--- config.mk ---
export PLATFORM = sky130hd
export DESIGN_NAME = input_conditioner_flat
export DESIGN_NICKNAME = d
export VERILOG_FILES = /design/src/rtl/input_conditioner_if.sv /design/src/rtl/input_conditioner.sv /design/src/flat_wrapper.sv
export SDC_FILE = /design/constraint.sdc
export NUM_CORES = 1
export LEC_CHECK = 0
export CAP_MARGIN = 20
export CORE_ASPECT_RATIO = 1.25
export CORE_MARGIN = 5
export CORE_UTILIZATION = 53
export DETAILED_ROUTE_END_ITERATION = 8
export PLACE_DENSITY = 0.76
export SLEW_MARGIN = 10
export SYNTH_ARGS = -nofsm -noshare
export SYNTH_HDL_FRONTEND = slang
export SYNTH_SLANG_ARGS = --single-unit
--- constraint.sdc ---
create_clock -name clk -period 2.2 [get_ports clk]
set_input_delay 0.44 -clock clk [delete_from_list [all_inputs] [get_ports clk]]
set_output_delay 0.44 -clock clk [all_outputs]
set_load 0.05 [all_outputs]
--- src/rtl/input_conditioner_if.sv ---
// Pad-side inputs and debounced outputs of the switch/button front end.
interface input_conditioner_if #(
  parameter int SW_WIDTH = 16
);
  logic [SW_WIDTH-1:0] sw_raw;
  logic                btn_raw;
  logic                confirm_clr;
  logic [SW_WIDTH-1:0] switch_stable;
  logic                btn_level;
  logic                confirmation;
  logic                press_pulse;

  modport master (
    output sw_raw, btn_raw, confirm_clr,
    input  switch_stable, btn_level, confirmation, press_pulse
  );

  modport slave (
    input  sw_raw, btn_raw, confirm_clr,
    output switch_stable, btn_level, confirmation, press_pulse
  );
endinterface

--- src/rtl/input_conditioner.sv ---
// Synchronise and debounce switch/button pads and keep a sticky confirmation flag.
// Latency SYNC_STAGES+DEBOUNCE_CYCLES clocks from pad to output; free-running, no backpressure.
module input_conditioner #(
  parameter int SW_WIDTH        = 16,
  parameter int SYNC_STAGES     = 2,
  parameter int DEBOUNCE_CYCLES = 100000
) (
  input  logic                 clk,
  input  logic                 rst,
  input_conditioner_if.slave   bus
);
  localparam int            CW   = $clog2(DEBOUNCE_CYCLES + 1);
  localparam logic [CW-1:0] LAST = CW'(DEBOUNCE_CYCLES - 1);

  typedef enum logic [1:0] {RELEASED, PRESS_WAIT, PRESSED, RELEASE_WAIT} btn_state_t;

  logic [SW_WIDTH:0]   sync_q [SYNC_STAGES];
  logic [SW_WIDTH-1:0] sw_sync, sw_prev_q, stable_q, stable_d;
  logic                btn_sync;
  logic [CW-1:0]       sw_cnt_q, sw_cnt_d, sw_cnt_nxt;
  logic [CW-1:0]       btn_cnt_q, btn_cnt_d, btn_cnt_inc;
  btn_state_t          state_q, state_d;
  logic                level_q, level_d, pulse_q, pulse_d, confirm_q, confirm_d;

  // Button rides in the MSB of the shared synchroniser chain.
  assign sw_sync     = sync_q[SYNC_STAGES-1][SW_WIDTH-1:0];
  assign btn_sync    = sync_q[SYNC_STAGES-1][SW_WIDTH];
  assign btn_cnt_inc = btn_cnt_q + 1'b1;

  always_ff @(posedge clk) begin
    if (rst) begin
      for (int i = 0; i < SYNC_STAGES; i++) sync_q[i] <= '0;
    end else begin
      sync_q[0] <= {bus.btn_raw, bus.sw_raw};
      for (int i = 1; i < SYNC_STAGES; i++) sync_q[i] <= sync_q[i-1];
    end
  end

  // The cycle on which a new value first shows up counts as debounce cycle zero.
  always_comb begin
    stable_d   = stable_q;
    sw_cnt_d   = '0;
    sw_cnt_nxt = '0;
    if (sw_sync != stable_q) begin
      sw_cnt_nxt = (sw_sync != sw_prev_q) ? '0 : sw_cnt_q + 1'b1;
      if (sw_cnt_nxt >= LAST) begin
        stable_d = sw_sync;
      end else begin
        sw_cnt_d = sw_cnt_nxt;
      end
    end
  end

  always_comb begin
    state_d   = state_q;
    btn_cnt_d = btn_cnt_q;
    level_d   = level_q;
    pulse_d   = 1'b0;
    case (state_q)
      RELEASED: begin
        if (btn_sync) begin
          state_d   = PRESS_WAIT;
          btn_cnt_d = '0;
        end
      end
      PRESS_WAIT: begin
        if (!btn_sync) begin
          state_d = RELEASED;
        end else if (btn_cnt_inc >= LAST) begin
          state_d   = PRESSED;
          level_d   = 1'b1;
          pulse_d   = 1'b1;
          btn_cnt_d = '0;
        end else begin
          btn_cnt_d = btn_cnt_inc;
        end
      end
      PRESSED: begin
        if (!btn_sync) begin
          state_d   = RELEASE_WAIT;
          btn_cnt_d = '0;
        end
      end
      RELEASE_WAIT: begin
        if (btn_sync) begin
          state_d = PRESSED;
        end else if (btn_cnt_inc >= LAST) begin
          state_d   = RELEASED;
          level_d   = 1'b0;
          btn_cnt_d = '0;
        end else begin
          btn_cnt_d = btn_cnt_inc;
        end
      end
      default: state_d = RELEASED;
    endcase
    // A press arriving with a clear must not be lost, so set dominates.
    confirm_d = pulse_d | (confirm_q & ~bus.confirm_clr);
  end

  always_ff @(posedge clk) begin
    if (rst) begin
      sw_prev_q <= '0;
      stable_q  <= '0;
      sw_cnt_q  <= '0;
      btn_cnt_q <= '0;
      state_q   <= RELEASED;
      level_q   <= 1'b0;
      pulse_q   <= 1'b0;
      confirm_q <= 1'b0;
    end else begin
      sw_prev_q <= sw_sync;
      stable_q  <= stable_d;
      sw_cnt_q  <= sw_cnt_d;
      btn_cnt_q <= btn_cnt_d;
      state_q   <= state_d;
      level_q   <= level_d;
      pulse_q   <= pulse_d;
      confirm_q <= confirm_d;
    end
  end

  assign bus.switch_stable = stable_q;
  assign bus.btn_level     = level_q;
  assign bus.confirmation  = confirm_q;
  assign bus.press_pulse   = pulse_q;
endmodule

--- src/flat_wrapper.sv ---
// flat-port wrapper written by rule: the top's interface ports become plain ports
module input_conditioner_flat 
#(
  parameter int SW_WIDTH        = 16,
  parameter int SYNC_STAGES     = 2,
  parameter int DEBOUNCE_CYCLES = 100000
)
  (clk, rst, bus_sw_raw, bus_btn_raw, bus_confirm_clr, bus_switch_stable, bus_btn_level, bus_confirmation, bus_press_pulse);
  input_conditioner_if #(.SW_WIDTH(SW_WIDTH)) bus_i ();
  input  logic clk;
  input  logic rst;
  input wire logic [$bits(bus_i.sw_raw)-1:0] bus_sw_raw;
  input wire logic [$bits(bus_i.btn_raw)-1:0] bus_btn_raw;
  input wire logic [$bits(bus_i.confirm_clr)-1:0] bus_confirm_clr;
  output wire logic [$bits(bus_i.switch_stable)-1:0] bus_switch_stable;
  output wire logic [$bits(bus_i.btn_level)-1:0] bus_btn_level;
  output wire logic [$bits(bus_i.confirmation)-1:0] bus_confirmation;
  output wire logic [$bits(bus_i.press_pulse)-1:0] bus_press_pulse;
  assign bus_i.sw_raw = bus_sw_raw;
  assign bus_i.btn_raw = bus_btn_raw;
  assign bus_i.confirm_clr = bus_confirm_clr;
  assign bus_switch_stable = bus_i.switch_stable;
  assign bus_btn_level = bus_i.btn_level;
  assign bus_confirmation = bus_i.confirmation;
  assign bus_press_pulse = bus_i.press_pulse;
  input_conditioner #(.SW_WIDTH(SW_WIDTH), .SYNC_STAGES(SYNC_STAGES), .DEBOUNCE_CYCLES(DEBOUNCE_CYCLES)) u_core (.clk(clk), .rst(rst), .bus(bus_i));
endmodule
== After elaboration in Yosys (flattened, before gate mapping) ==
Memory sizes are Yosys's and may differ from the RTL's.
Cells that the tools add are included.

* Flip-flop bits (word level): 71
* Latch bits: 0
* RAM bits: 34
* ROM bits: 0
* Input port bits: 20
* Logic and storage cells: 66
* Memories: 1

{| class="wikitable"
|+ Memories
! name !! words !! bits a word !! rd ports !! clocked after memory_dff !! write ports !! RTL line !! RTL
|-
| u_core.sync_q || 2 || 17 || 2 || 0 || 2 || input_conditioner.sv:17 || <nowiki>logic [SW_WIDTH:0] sync_q [SYNC_STAGES];</nowiki>
|}

* $add $sub $neg: 2
* Multipliers: 0
* Div/mod/pow operators: 0
* Order comparisons: 2
* Equality and inequality tests: 13
* Shift-type cells: 0
* Muxes and demuxes: 27
* Bitwise gates (word level): 6
* Reductions and logical operators: 7

{| class="wikitable"
|+ Operators with widths
! operator !! number
|-
| $mux W17 || 8
|-
| $pmux W17 S4 || 1
|-
| $add A17 B1 Y17 const B || 2
|-
| $ge A17 B17 Y1 const B || 2
|-
| $ne A16 B16 Y1 || 2
|-
| $mux W2 || 6
|-
| $mux W1 || 10
|-
| $ne A2 B1 Y1 const B || 4
|-
| $pmux W2 S4 || 1
|-
| $reduce_and A4 Y1 || 2
|-
| $reduce_and A5 Y1 || 1
|-
| $eq A2 B2 Y1 const B || 2
|-
| $ne A2 B2 Y1 const B || 2
|-
| $ne A3 B1 Y1 const B || 1
|-
| $ne A3 B3 Y1 const B || 1
|-
| $or A1 B1 Y1 || 3
|-
| $reduce_or A3 Y1 || 1
|-
| $eq A2 B1 Y1 const B || 1
|-
| $logic_not A2 Y1 || 1
|-
| $not A1 Y1 || 2
|-
| $pmux W1 S2 || 1
|-
| $reduce_and A2 Y1 || 1
|-
| $reduce_bool A2 Y1 || 1
|-
| $and A1 B1 Y1 || 1
|}

== Depth between registers and ports, before layout ==
Gate-level depths: netlist of run 1.

* Depth after elaboration: 6
* Gate-level depth with buffers: 11
* Mapped depth without buffers: 9

== Worst setup path after synthesis of run 1 ==
Ideal clock, no wire load.

* Path kind: reg2reg
* From: reg u_core.sw_cnt_q[0]
* To: reg u_core.stable_q[10], in the netlist u_core.bus.switch_stable[10]
* Library setup time: 0.121 ns
* Data arrival time: 2.311 ns
* Required time: 2.079 ns
* Slack: -0.232 ns
* Cell stages (with the launch flop): 10
* Buffers on the path: 1
* Cells stage by stage: dfxtp_1 -> ha_1 -> and4b_1 -> a21oi_1 -> nor2_1 -> o32ai_2 -> nand3_1 -> a32oi_4 -> buf_12 -> mux2_4

* Word-level cells in the longest chain between the ends: 4

{| class="wikitable"
|+ RTL lines
! element !! RTL line !! RTL
|-
| start: declaration || input_conditioner.sv:20 || <nowiki>logic [CW-1:0] sw_cnt_q, sw_cnt_d, sw_cnt_nxt;</nowiki>
|-
| start signal: assignment || input_conditioner.sv:114 || <nowiki>sw_cnt_q <= sw_cnt_d;</nowiki>
|-
| $add A17 B1 Y17 || input_conditioner.sv:45 || <nowiki>sw_cnt_nxt = (sw_sync != sw_prev_q) ? '0 : sw_cnt_q + 1'b1;</nowiki>
|-
| $mux W17 || input_conditioner.sv:45 ||
|-
| $ge A17 B17 Y1 || input_conditioner.sv:46 || <nowiki>if (sw_cnt_nxt >= LAST) begin</nowiki>
|-
| $reduce_and A2 Y1 (no source line) || -- ||
|-
| end signal: assignment || input_conditioner.sv:113 || <nowiki>stable_q <= stable_d;</nowiki>
|-
| end: declaration || input_conditioner.sv:18 || <nowiki>logic [SW_WIDTH-1:0] sw_sync, sw_prev_q, stable_q, stable_d;</nowiki>
|}

No other way between the ends.
A chain may end at the register's enable or synchronous reset.

== Worst setup path in the final report of run 1 ==
* From: reg u_core.sw_cnt_q[1]
* To: reg u_core.stable_q[1], in the netlist u_core.bus.switch_stable[1]

The elaborated chain is that of the path after synthesis.

==> impl_metrics.toml, run 1 <==
[sta]
drv_slew = 0
tightest_slew_ps = 540
fin_crit_ps = 2310
layout_worst_path_cycle_share = 1.05
fmax_ghz = 0.432
hold_viol_final = 0
fin_skew_ps = 10.2
finalSetupTns_ps = -2250
layout_setup_ws_ps = -115
holdWs_ps = 440
final-setup-viol-count = 49
rsz0062_at_grt = "true"
slew_headroom = 0.639

[power_and_ir_drop]
peakVddDrop_mv = 0.448
p_leak_uw = 0.00256
power-per-cell-area_nw_per_um2 = 552
totalPowerFinal_uw = 3800

[worst_setup_path]
ff2ff_path_depth = 9
timing.rr.end = "u_core.bus.switch_stable[1]"
critPathBufInv = 1
r2r_setup_slack_ps = -110
end_kind = "flip-flop"
crit_fanout = 16
critPathTopFamily = "compound AO/OA/AOI/OAI gates"
cp-start-kind = "flip-flop"
cp.required_ps = 2440
worstPathCellList = "ha_4 > and4b_1 > a21oi_1 > nor2_1 > o32ai_2 > nand3_2 > a32oi_4 > buf_12 > mux2_2"
slowest_delay_ps = 360
setup.worst_path.class = "flip-flop to flip-flop"
arrival_ps = 2560
worst_r2r_startpoint = "u_core.sw_cnt_q[1]"
cp_slowest_cell = "dfxtp_4"

[floorplanning]
die_width_um = 98.4
initial_core_util = 0.541
die_area_um2 = 11800
die_y_um = 120
rows = 40
core_area_um2 = 9560
ios = 39

[synthesis]
synth_edf_count = 0
synth_top_area_share = 0.406
synthesis.nets = 573
synth.area.top_cells = "dfxtp_1 41%, nor2b_1 8.8%, xnor2_1 4.6%, xor2_1 3.9%, mux2_4 2.9%"
ys_types = 67
synthArstFlopShare = 0
yosysMostFrequentCell = "dfxtp_1"
ys_seq_area_frac = 0.406
syn_inst = 550
syn_avg_cell_area_um2 = 9.40
synth_ff_type = "dfxtp_1"
synthTopCellsByCount = "105 x dfxtp_1, 73 x nor2b_1, 29 x nand2_1, 27 x nor3_1, 27 x xnor2_1"
yosysTopAreaCell = "dfxtp_1"
syn_area_um2 = 5170
yosysWarnings = 0
synth_seq_cells = 105

[routing]
ant_nets = 0
wl_per_cell_um = 16.7
totalWireLength_um = 12900
drtIter0Drc = 368
dr.pass1.iters = 4
vias = 4465
drc = 0
viasPerCell = 5.75

[worst_hold_path]
whs_path_depth = 1
hp-start = "u_core.sync_q[0][11]"
hp-class = "flip-flop to flip-flop"
holdPathEnd = "u_core.sync_q[0][28]"

[global_routing]
grt_antenna_before_repair = 0
gr-total-overflow = 0
grt_pass1_vias = 4480
grt_max_degree = 99
grt_pass1_wl_um = 20900
grt_usage = 0.211

[placement]
io_buffer_count = 38
gp_congestion = 0.924
post-dp-hpwl_um = 8470

[final_layout]
fin_nets = 668
drive_gt1_frac = 0.326
finalCoreUtilization = 0.720
area_growth_pct = 33.0
n_antenna_cell = 0
fillers = 665

[clock_tree]
ctsHtreeMaxLevel = 3
cts_tree = "built"
clk_latency_ps = 350
clockRootBuffer = "clkbuf_16"
ctsLongestPathBuffers = 2
clk_pin_slew_worst_paths_ps = 80
numCtsBuffers = 9
cts_num_sinks = 105

[flow_run]
cap_violations = 0

[status]
violations = "setup timing"
outcome = "finished, violations left"
[placed cells by master, fill, tap and decap left out, drive strengths merged, types with 6 or more instances in the layout]
master	netlist	layout
nor4	11	11
mux2	16	16
xor2	23	23
nand2	30	30
nor3	30	30
and3	6	6
and2	8	8
o211ai	7	7
o21ai	13	13
a21oi	16	16
buf	15	83
o221ai	11	11
nor3b	8	8
nand3	17	17
dfxtp	105	105
clkdlybuf4s50	0	37
inv	10	13
clkbuf	22	10
xnor2	27	27
nor2b	73	73
nand4	12	12
nor2	18	18
[through the flow]
| step | instances | setup WS, ps | instance area, um^2 |
|---|---|---|---|
| after floorplan | 550 | -66.7 | 5250 |
| after global placement | 755 | -65.3 | 6220 |
| after detailed placement | 755 | -165 | 6220 |
| after CTS | 771 | -146 | 6610 |
| after global routing | 776 | -259 | 6880 |
| final | 776 | -115 | 6880 |
[power by group]
part / internal [uW] / leakage, uW / switching [uW] / total, uW
Clock: 827 / 0.000154 / 832 / 1660
Combinational: 92.7 / 0.00154 / 88.4 / 181
Sequential: 1930 / 0.000871 / 25.7 / 1960
Total: 2850 / 0.00256 / 946 / 3800
[metal layers]
metal	vias up	track usage	routed length, um
met2	130	0.365	6670
met5	-	0	0
met4	0	0.0803	303
met1	2161	0.260	5450
li1	2144	-	-
met3	30	0.0392	497
[layout make-up]
cell class / count / area, um^2 / area share
clock buffer: 9 / 225 / 0.0327
timing repair buffer: 121 / 1070 / 0.155
sequential: 105 / 2150 / 0.313
tap: 126 / 158 / 0.0229
clock inverter: 7 / 93.8 / 0.0136
multi-input combinational: 398 / 3140 / 0.456
inverter: 10 / 42.5 / 0.00618
[flip-flops by register name (all words and copies together) (netlist names), 16 cells and up, named ones only]
signal,flops
u_core.sw_cnt_q,17
u_core.bus.switch_stable,16
u_core.sw_prev_q,16
u_core.btn_cnt_q,17
u_core.sync_q,34
[timing repair]
action | CTS | global route
hold buffers | 0 | 0
pin swaps | 3 | 35
setup endpoints to repair | 52 | 54
setup buffers | 0 | 3
resized for setup | 19 | 61
cloned | 0 | 1
[logic make-up after synthesis]
| family | after synthesis | share of synthesized area |
|---|---|---|
| and+or+nand+nor | 242 | 0.284 |
| DFF | 105 | 0.406 |
| AOI/OAI and AO/OA | 84 | 0.128 |
| xor gates and xnor gates | 50 | 0.0847 |
| buffers and inverters | 47 | 0.0418 |
| muxes | 19 | 0.0479 |
| adders and majority gates | 3 | 0.00726 |
[worst max path at each step]
stage,startpoint,endpoint,slack (ps),cells after the start
floorplan,u_core.sw_cnt_q[1],u_core.bus.switch_stable[10],-70,9
global placement,u_core.sw_cnt_q[1],u_core.bus.switch_stable[2],-70,9
detailed placement,u_core.btn_cnt_q[0],u_core.btn_cnt_q[10],-170,8
CTS,u_core.sw_cnt_q[1],u_core.bus.switch_stable[1],-150,9
global route,u_core.sw_cnt_q[1],u_core.bus.switch_stable[1],-260,9
finish,u_core.sw_cnt_q[1],u_core.bus.switch_stable[1],-110,9
Note: power is estimated with default switching activity, not from simulation.
==> inputs of run 2 (changes only) <==
--- a/config.mk
+++ b/config.mk
@@ -5,12 +5,13 @@
 export SDC_FILE = /design/constraint.sdc
 export NUM_CORES = 1
 export LEC_CHECK = 0
-export CAP_MARGIN = 20
 export CORE_ASPECT_RATIO = 1.25
 export CORE_MARGIN = 5
-export CORE_UTILIZATION = 53
+export CORE_UTILIZATION = 55
 export DETAILED_ROUTE_END_ITERATION = 8
-export PLACE_DENSITY = 0.76
+export DONT_BUFFER_PORTS = 1
+export PLACE_DENSITY = 0.73
+export SETUP_SLACK_MARGIN = 0.4
 export SLEW_MARGIN = 10
 export SYNTH_ARGS = -nofsm -noshare
 export SYNTH_HDL_FRONTEND = slang
==> run 2 against run 1 <==
The flow still finishes with violations (setup timing). Clock skew hardly changed. Power decreased by 1.6%. Wire length increased by 2.0%. Non-clock buffer count decreased by 22. First-iteration DRC count shrank 63%. Register-to-register slack lost 50 ps. Maximum frequency decreased by 2.3%. Global-route usage is 1.3 points higher. Clock-buffer cell count did not move. Flip-flop and latch count did not move. Sequential share of layout area fell by 0.24 points. Via count down 1.8%. Largest power group unchanged.
==> impl_metrics.toml, run 2 (same netlist as run 1, synthesis figures left out) <==
[routing]
ant_nets = 0
wl_met3_um = 474
drc = 0
met2_length_um = 7130
totalWireLength_um = 13200
vias = 4385
dr.pass1.iters = 4
met1_length_um = 5190
drtIter0Drc = 138
top_layer = "met4"
wl_per_cell_um = 17.5
viasPerCell = 5.84

[worst_setup_path]
r2r_setup_slack_ps = -170
end_kind = "flip-flop"
crit_fanout = 16
cp.required_ps = 2440
worst_r2r_startpoint = "u_core.sw_cnt_q[1]"
arrival_ps = 2610
timing.rr.end = "u_core.bus.switch_stable[2]"
setup.worst_path.class = "flip-flop to flip-flop"
cp-start-kind = "flip-flop"
ff2ff_path_depth = 9

[status]
violations = "setup timing"
outcome = "finished, violations left"

[power_and_ir_drop]
seq_power_share = 0.526
clkPwrFrac = 0.441
totalPowerFinal_uw = 3740
p_int_uw = 2820
p_leak_uw = 0.00264
combPwrFrac = 0.033
p_sw_frac = 0.245
power-per-cell-area_nw_per_um2 = 535
p_sw_uw = 917
peakVddDrop_mv = 0.382

[placement]
post-dp-hpwl_um = 8360
place_ws_ps = -138
place_area_um2 = 5990
io_buffer_count = 0
gp_congestion = 0.859

[worst_hold_path]
whs_path_depth = 1
hp-start = "rst"
hp-class = "primary input to flip-flop"
holdPathEnd = "u_core.btn_cnt_q[16]"

[floorplanning]
die_y_um = 118
initial_core_util = 0.564
ios = 39
die_area_um2 = 11500
die_width_um = 96.7
core_area_um2 = 9170
rows = 39

[sta]
holdWs_ps = 156
rsz0062_at_grt = "true"
fin_skew_ps = 9.74
final-setup-viol-count = 22
tightest_slew_ps = 842
hold_viol_final = 0
slew_headroom = 0.436
fin_crit_ps = 2370
fmax_ghz = 0.422
layout_setup_ws_ps = -168
finalSetupTns_ps = -2270
layout_worst_path_cycle_share = 1.08
drv_slew = 0

[final_layout]
regMostFlops = "u_core.sync_q"
fin_nets = 646
reg_top3 = "u_core.sync_q (34), u_core.btn_cnt_q (17), u_core.sw_cnt_q (17)"
fillers = 612
drive_gt1_frac = 0.436
mostFrequentLayoutCells = "80 x buf_4, 72 x nor2b_1, 67 x dfxtp_1"
n_antenna_cell = 0
final_common_cell = "buf_4"
largest_reg_flops = 34
area_growth_pct = 35.1
final_area_um2 = 6990

[global_routing]
grt_max_degree = 100
grt_pass1_wl_um = 21100
grt_pass1_vias = 4440
gr-total-overflow = 0
grt_usage = 0.224
grt_antenna_before_repair = 0

[clock_tree]
ctsHtreeMaxLevel = 3
numCtsBuffers = 9
clk_pin_slew_worst_paths_ps = 80
clk_latency_ps = 350
ctsLongestPathBuffers = 2
cts_num_sinks = 105
cts_tree = "built"
cts-hold-fix-buffers = 0
clockRootBuffer = "clkbuf_16"

[flow_run]
cap_violations = 0
-- run 2: worst max-delay path, stage by stage, from the launching register on --
cell and delay (ps):
dfxtp_4 360, ha_4 230, and4b_1 210, a21oi_1 180, nor2_2 80, o31ai_4 280, nand3_2 120, a32oi_4 230
buf_12 210, mux2_2 340
-- run 2: cell type report --
type                    instances  area (um^2)  area share
inverters                      10         40.0     0.00573
repair buffers                 99          870       0.124
multi-input cells             398         3440       0.492
flip-flops and latches        105         2170       0.310
clock buffers                   9          225      0.0322
well taps                     123          154      0.0220
clock inverters                 7         93.8      0.0134
-- run 2: worst max-delay path by stage --
stage                             from                            to  slack, ps  depth (start not counted)
CTS                 u_core.sw_cnt_q[1]   u_core.bus.switch_stable[2]       -170                          9
floorplan           u_core.sw_cnt_q[1]  u_core.bus.switch_stable[10]        -70                          9
global placement    u_core.sw_cnt_q[1]  u_core.bus.switch_stable[15]        -70                          9
detailed placement  u_core.sw_cnt_q[3]   u_core.bus.switch_stable[2]       -140                          8
global route        u_core.sw_cnt_q[1]   u_core.bus.switch_stable[0]       -260                          9
finish              u_core.sw_cnt_q[1]   u_core.bus.switch_stable[2]       -170                          9
-- run 2: metal layers --
layer / vias to the layer above / global-route usage
li1: 2117 / -
met1: 2128 / 0.254
met2: 105 / 0.405
met3: 35 / 0.0412
met4: 0 / 0.103
met5: - / 0
-- run 2: repair_timing --
action,in CTS,in global routing
cloned,3,0
endpoints found under the setup margin,55,55
setup buffers,8,6
resized for setup,44,80
pin swaps,14,44
-- run 2: stage by stage --
step,cells,utilization
3_3_place_gp,718,0.653
2_1_floorplan,550,-
5_1_grt,751,0.761
4_1_cts,745,0.717
6_report,751,0.761
3_5_place_dp,718,0.653
-- run 2: power groups by stage --
stage	combinational, uW	clock (uW)	sequential [uW]
final	123	1650	1970
after global routing	134	1780	1970
after CTS	114	1680	1970
after detailed placement	107	0	2010
after global placement	105	0	2010
after floorplan	107	0	2000
==> inputs of run 3 (changes only) <==
--- a/config.mk
+++ b/config.mk
@@ -10,6 +10,7 @@
 export CORE_UTILIZATION = 55
 export DETAILED_ROUTE_END_ITERATION = 8
 export DONT_BUFFER_PORTS = 1
+export GPL_TIMING_DRIVEN = 0
 export PLACE_DENSITY = 0.73
 export SETUP_SLACK_MARGIN = 0.4
 export SLEW_MARGIN = 10
==> run 3 against run 2 <==
The flow still finishes with violations (setup timing). Cell area is 2.7% lower. Flip-flop and latch count unchanged. Non-clock buffer count shrank 18. Clock skew decreased by 4.0 ps. Combinational power increased by 34%. Critical path depth increased by 1. Via count shrank 1.8%. Clock power is 3% lower. Global-route usage grew 0.66 points. Sequential share of layout area up 0.97 points. Sequential power barely moved. Die area stayed put. Largest cell class unchanged.
==> impl_metrics.toml, run 3 (same netlist as run 1, synthesis figures left out) <==
[sta]
drv_slew = 0
fmax_ghz = 0.418
layout_setup_ws_ps = -191
fin_crit_ps = 2390
tightest_slew_ps = 1060
final-setup-viol-count = 32
rsz0062_at_grt = "true"
finalSetupTns_ps = -3370
hold_viol_final = 0
slew_headroom = 0.294
fin_skew_ps = 5.71
layout_worst_path_cycle_share = 1.09

[worst_setup_path]
crit_fanout = 6
r2r_setup_slack_ps = -190
slowest_delay_ps = 360
setup.worst_path.class = "flip-flop to flip-flop"
timing.rr.end = "u_core.bus.switch_stable[11]"
ff2ff_path_depth = 10
arrival_ps = 2630
worstPathCellList = "ha_4 > and4b_1 > a2bb2oi_2 > nor2b_2 > o32ai_2 > nand3_2 > a32oi_4 > buf_12 > buf_16 > mux2_4"
cp.required_ps = 2440
cp_slowest_cell = "dfxtp_4"
worst_r2r_startpoint = "u_core.sw_cnt_q[1]"
end_kind = "flip-flop"
cp-start-kind = "flip-flop"

[worst_hold_path]
whs_path_depth = 1
hp-class = "primary input to flip-flop"
holdPathEnd = "u_core.sync_q[0][2]"
hp-start = "bus_sw_raw[2]"

[status]
violations = "setup timing"
outcome = "finished, violations left"

[placement]
post-dp-hpwl_um = 8370
place_ws_ps = -371
io_buffer_count = 0
gp_congestion = 0.881
place_area_um2 = 5600
dp_cells = 673

[final_layout]
stdcell_count = 734
regMostFlops = "u_core.sync_q"
n_antenna_cell = 0
final_area_um2 = 6800
drive_gt1_frac = 0.376
largest_reg_flops = 34
mostFrequentLayoutCells = "71 x nor2b_1, 65 x dfxtp_1, 31 x dfxtp_2"
reg_top3 = "u_core.sync_q (34), u_core.btn_cnt_q (17), u_core.sw_cnt_q (17)"
area_growth_pct = 31.4
final_common_cell = "nor2b_1"
fin_nets = 629

[clock_tree]
ctsLongestPathBuffers = 2
cts_tree = "built"
ctsHtreeMaxLevel = 3
clk_pin_slew_worst_paths_ps = 80
numCtsBuffers = 9
cts_num_sinks = 105
clockRootBuffer = "clkbuf_16"
clk_latency_ps = 350

[flow_run]
cap_violations = 0

[global_routing]
grt_pass1_vias = 4383
gr-total-overflow = 0
grt_antenna_before_repair = 1
grt_max_degree = 21
grt_usage = 0.231
grt_pass1_wl_um = 21600

[power_and_ir_drop]
power-per-cell-area_nw_per_um2 = 548
p_leak_uw = 0.00250
totalPowerFinal_uw = 3730
peakVddDrop_mv = 0.528

[routing]
viasPerCell = 5.87
totalWireLength_um = 13300
drtIter0Drc = 144
wl_per_cell_um = 18.1
drc = 0
ant_nets = 0
dr.pass1.iters = 4
vias = 4307

[floorplanning]
rows = 39
die_area_um2 = 11500
ios = 39
initial_core_util = 0.564
die_y_um = 118
core_area_um2 = 9170
die_width_um = 96.7
-- run 3: cell count changes in the layout (fill, tap and decap cells not counted), moves of 4 or more --
cell,delta
buf_4,-50
buf_6,+9
clkbuf_1,+14
nor3_1,+9
nor3_2,-9
o221ai_2,+4
o221ai_4,-4
-- run 3: per-layer routing --
layer / track usage / share of wire / routed length, um / up-vias
met5: 0 / 0.00083 / 11 / -
li1: - / - / - / 2077
met3: 0.0566 / 0.050 / 664 / 39
met4: 0.118 / 0.036 / 480 / 2
met1: 0.268 / 0.40 / 5380 / 2076
met2: 0.393 / 0.51 / 6780 / 113
-- run 3: critical path: cells and delay by family (launching register included) --
kind,cells,cell delay (ps)
DFF,1,360
muxes,1,290
buffers and inverters,2,290
and+or+nand+nor,3,430
AOI/OAI and AO/OA,3,670
adders and majority gates,1,230
-- run 3: power by group --
| group | internal (uW) | switching, uW | total (uW) |
|---|---|---|---|
| logic | 68.1 | 96.8 | 165 |
| registers | 1930 | 32.8 | 1960 |
| clock network | 801 | 800 | 1600 |
| total | 2800 | 930 | 3730 |
-- run 3: worst max path at each step --
stage,start,to,slack [ps],cells after the start
2_1_floorplan,u_core.sw_cnt_q[1],u_core.bus.switch_stable[10],-70,9
3_3_place_gp,u_core.sw_cnt_q[3],u_core.bus.switch_stable[11],-300,8
3_5_place_dp,u_core.sw_cnt_q[10],u_core.bus.switch_stable[6],-370,9
4_1_cts,u_core.sw_cnt_q[1],u_core.bus.switch_stable[8],-210,10
5_1_grt,u_core.sw_cnt_q[1],u_core.bus.switch_stable[2],-290,10
6_report,u_core.sw_cnt_q[1],u_core.bus.switch_stable[11],-190,10
-- run 3: final cells by class --
type,count,area [um^2]
plain buffers,37,328
clock buffers,9,225
clock inverters,7,76.3
fillers,624,2380
inverters,10,41.3
multi-input cells,399,3360
flip-flops and latches,105,2170
well taps,123,154
repair buffers,44,443
-- run 3: repair_timing --
item | in CTS | in global routing
setup endpoints to repair | 55 | 55
gates resized for setup | 86 | 44
pin swaps | 26 | 21
gates cloned | 5 | 2
hold buffers | 0 | 0
buffers inserted | 24 | 14
-- run 3: metrics by stage --
stage | hold WS [ps] | utilization
detailed placement | 423 | 0.610
global route | 203 | 0.741
floorplan | 414 | -
CTS | 204 | 0.711
global placement | 420 | 0.610
finish | 208 | 0.741
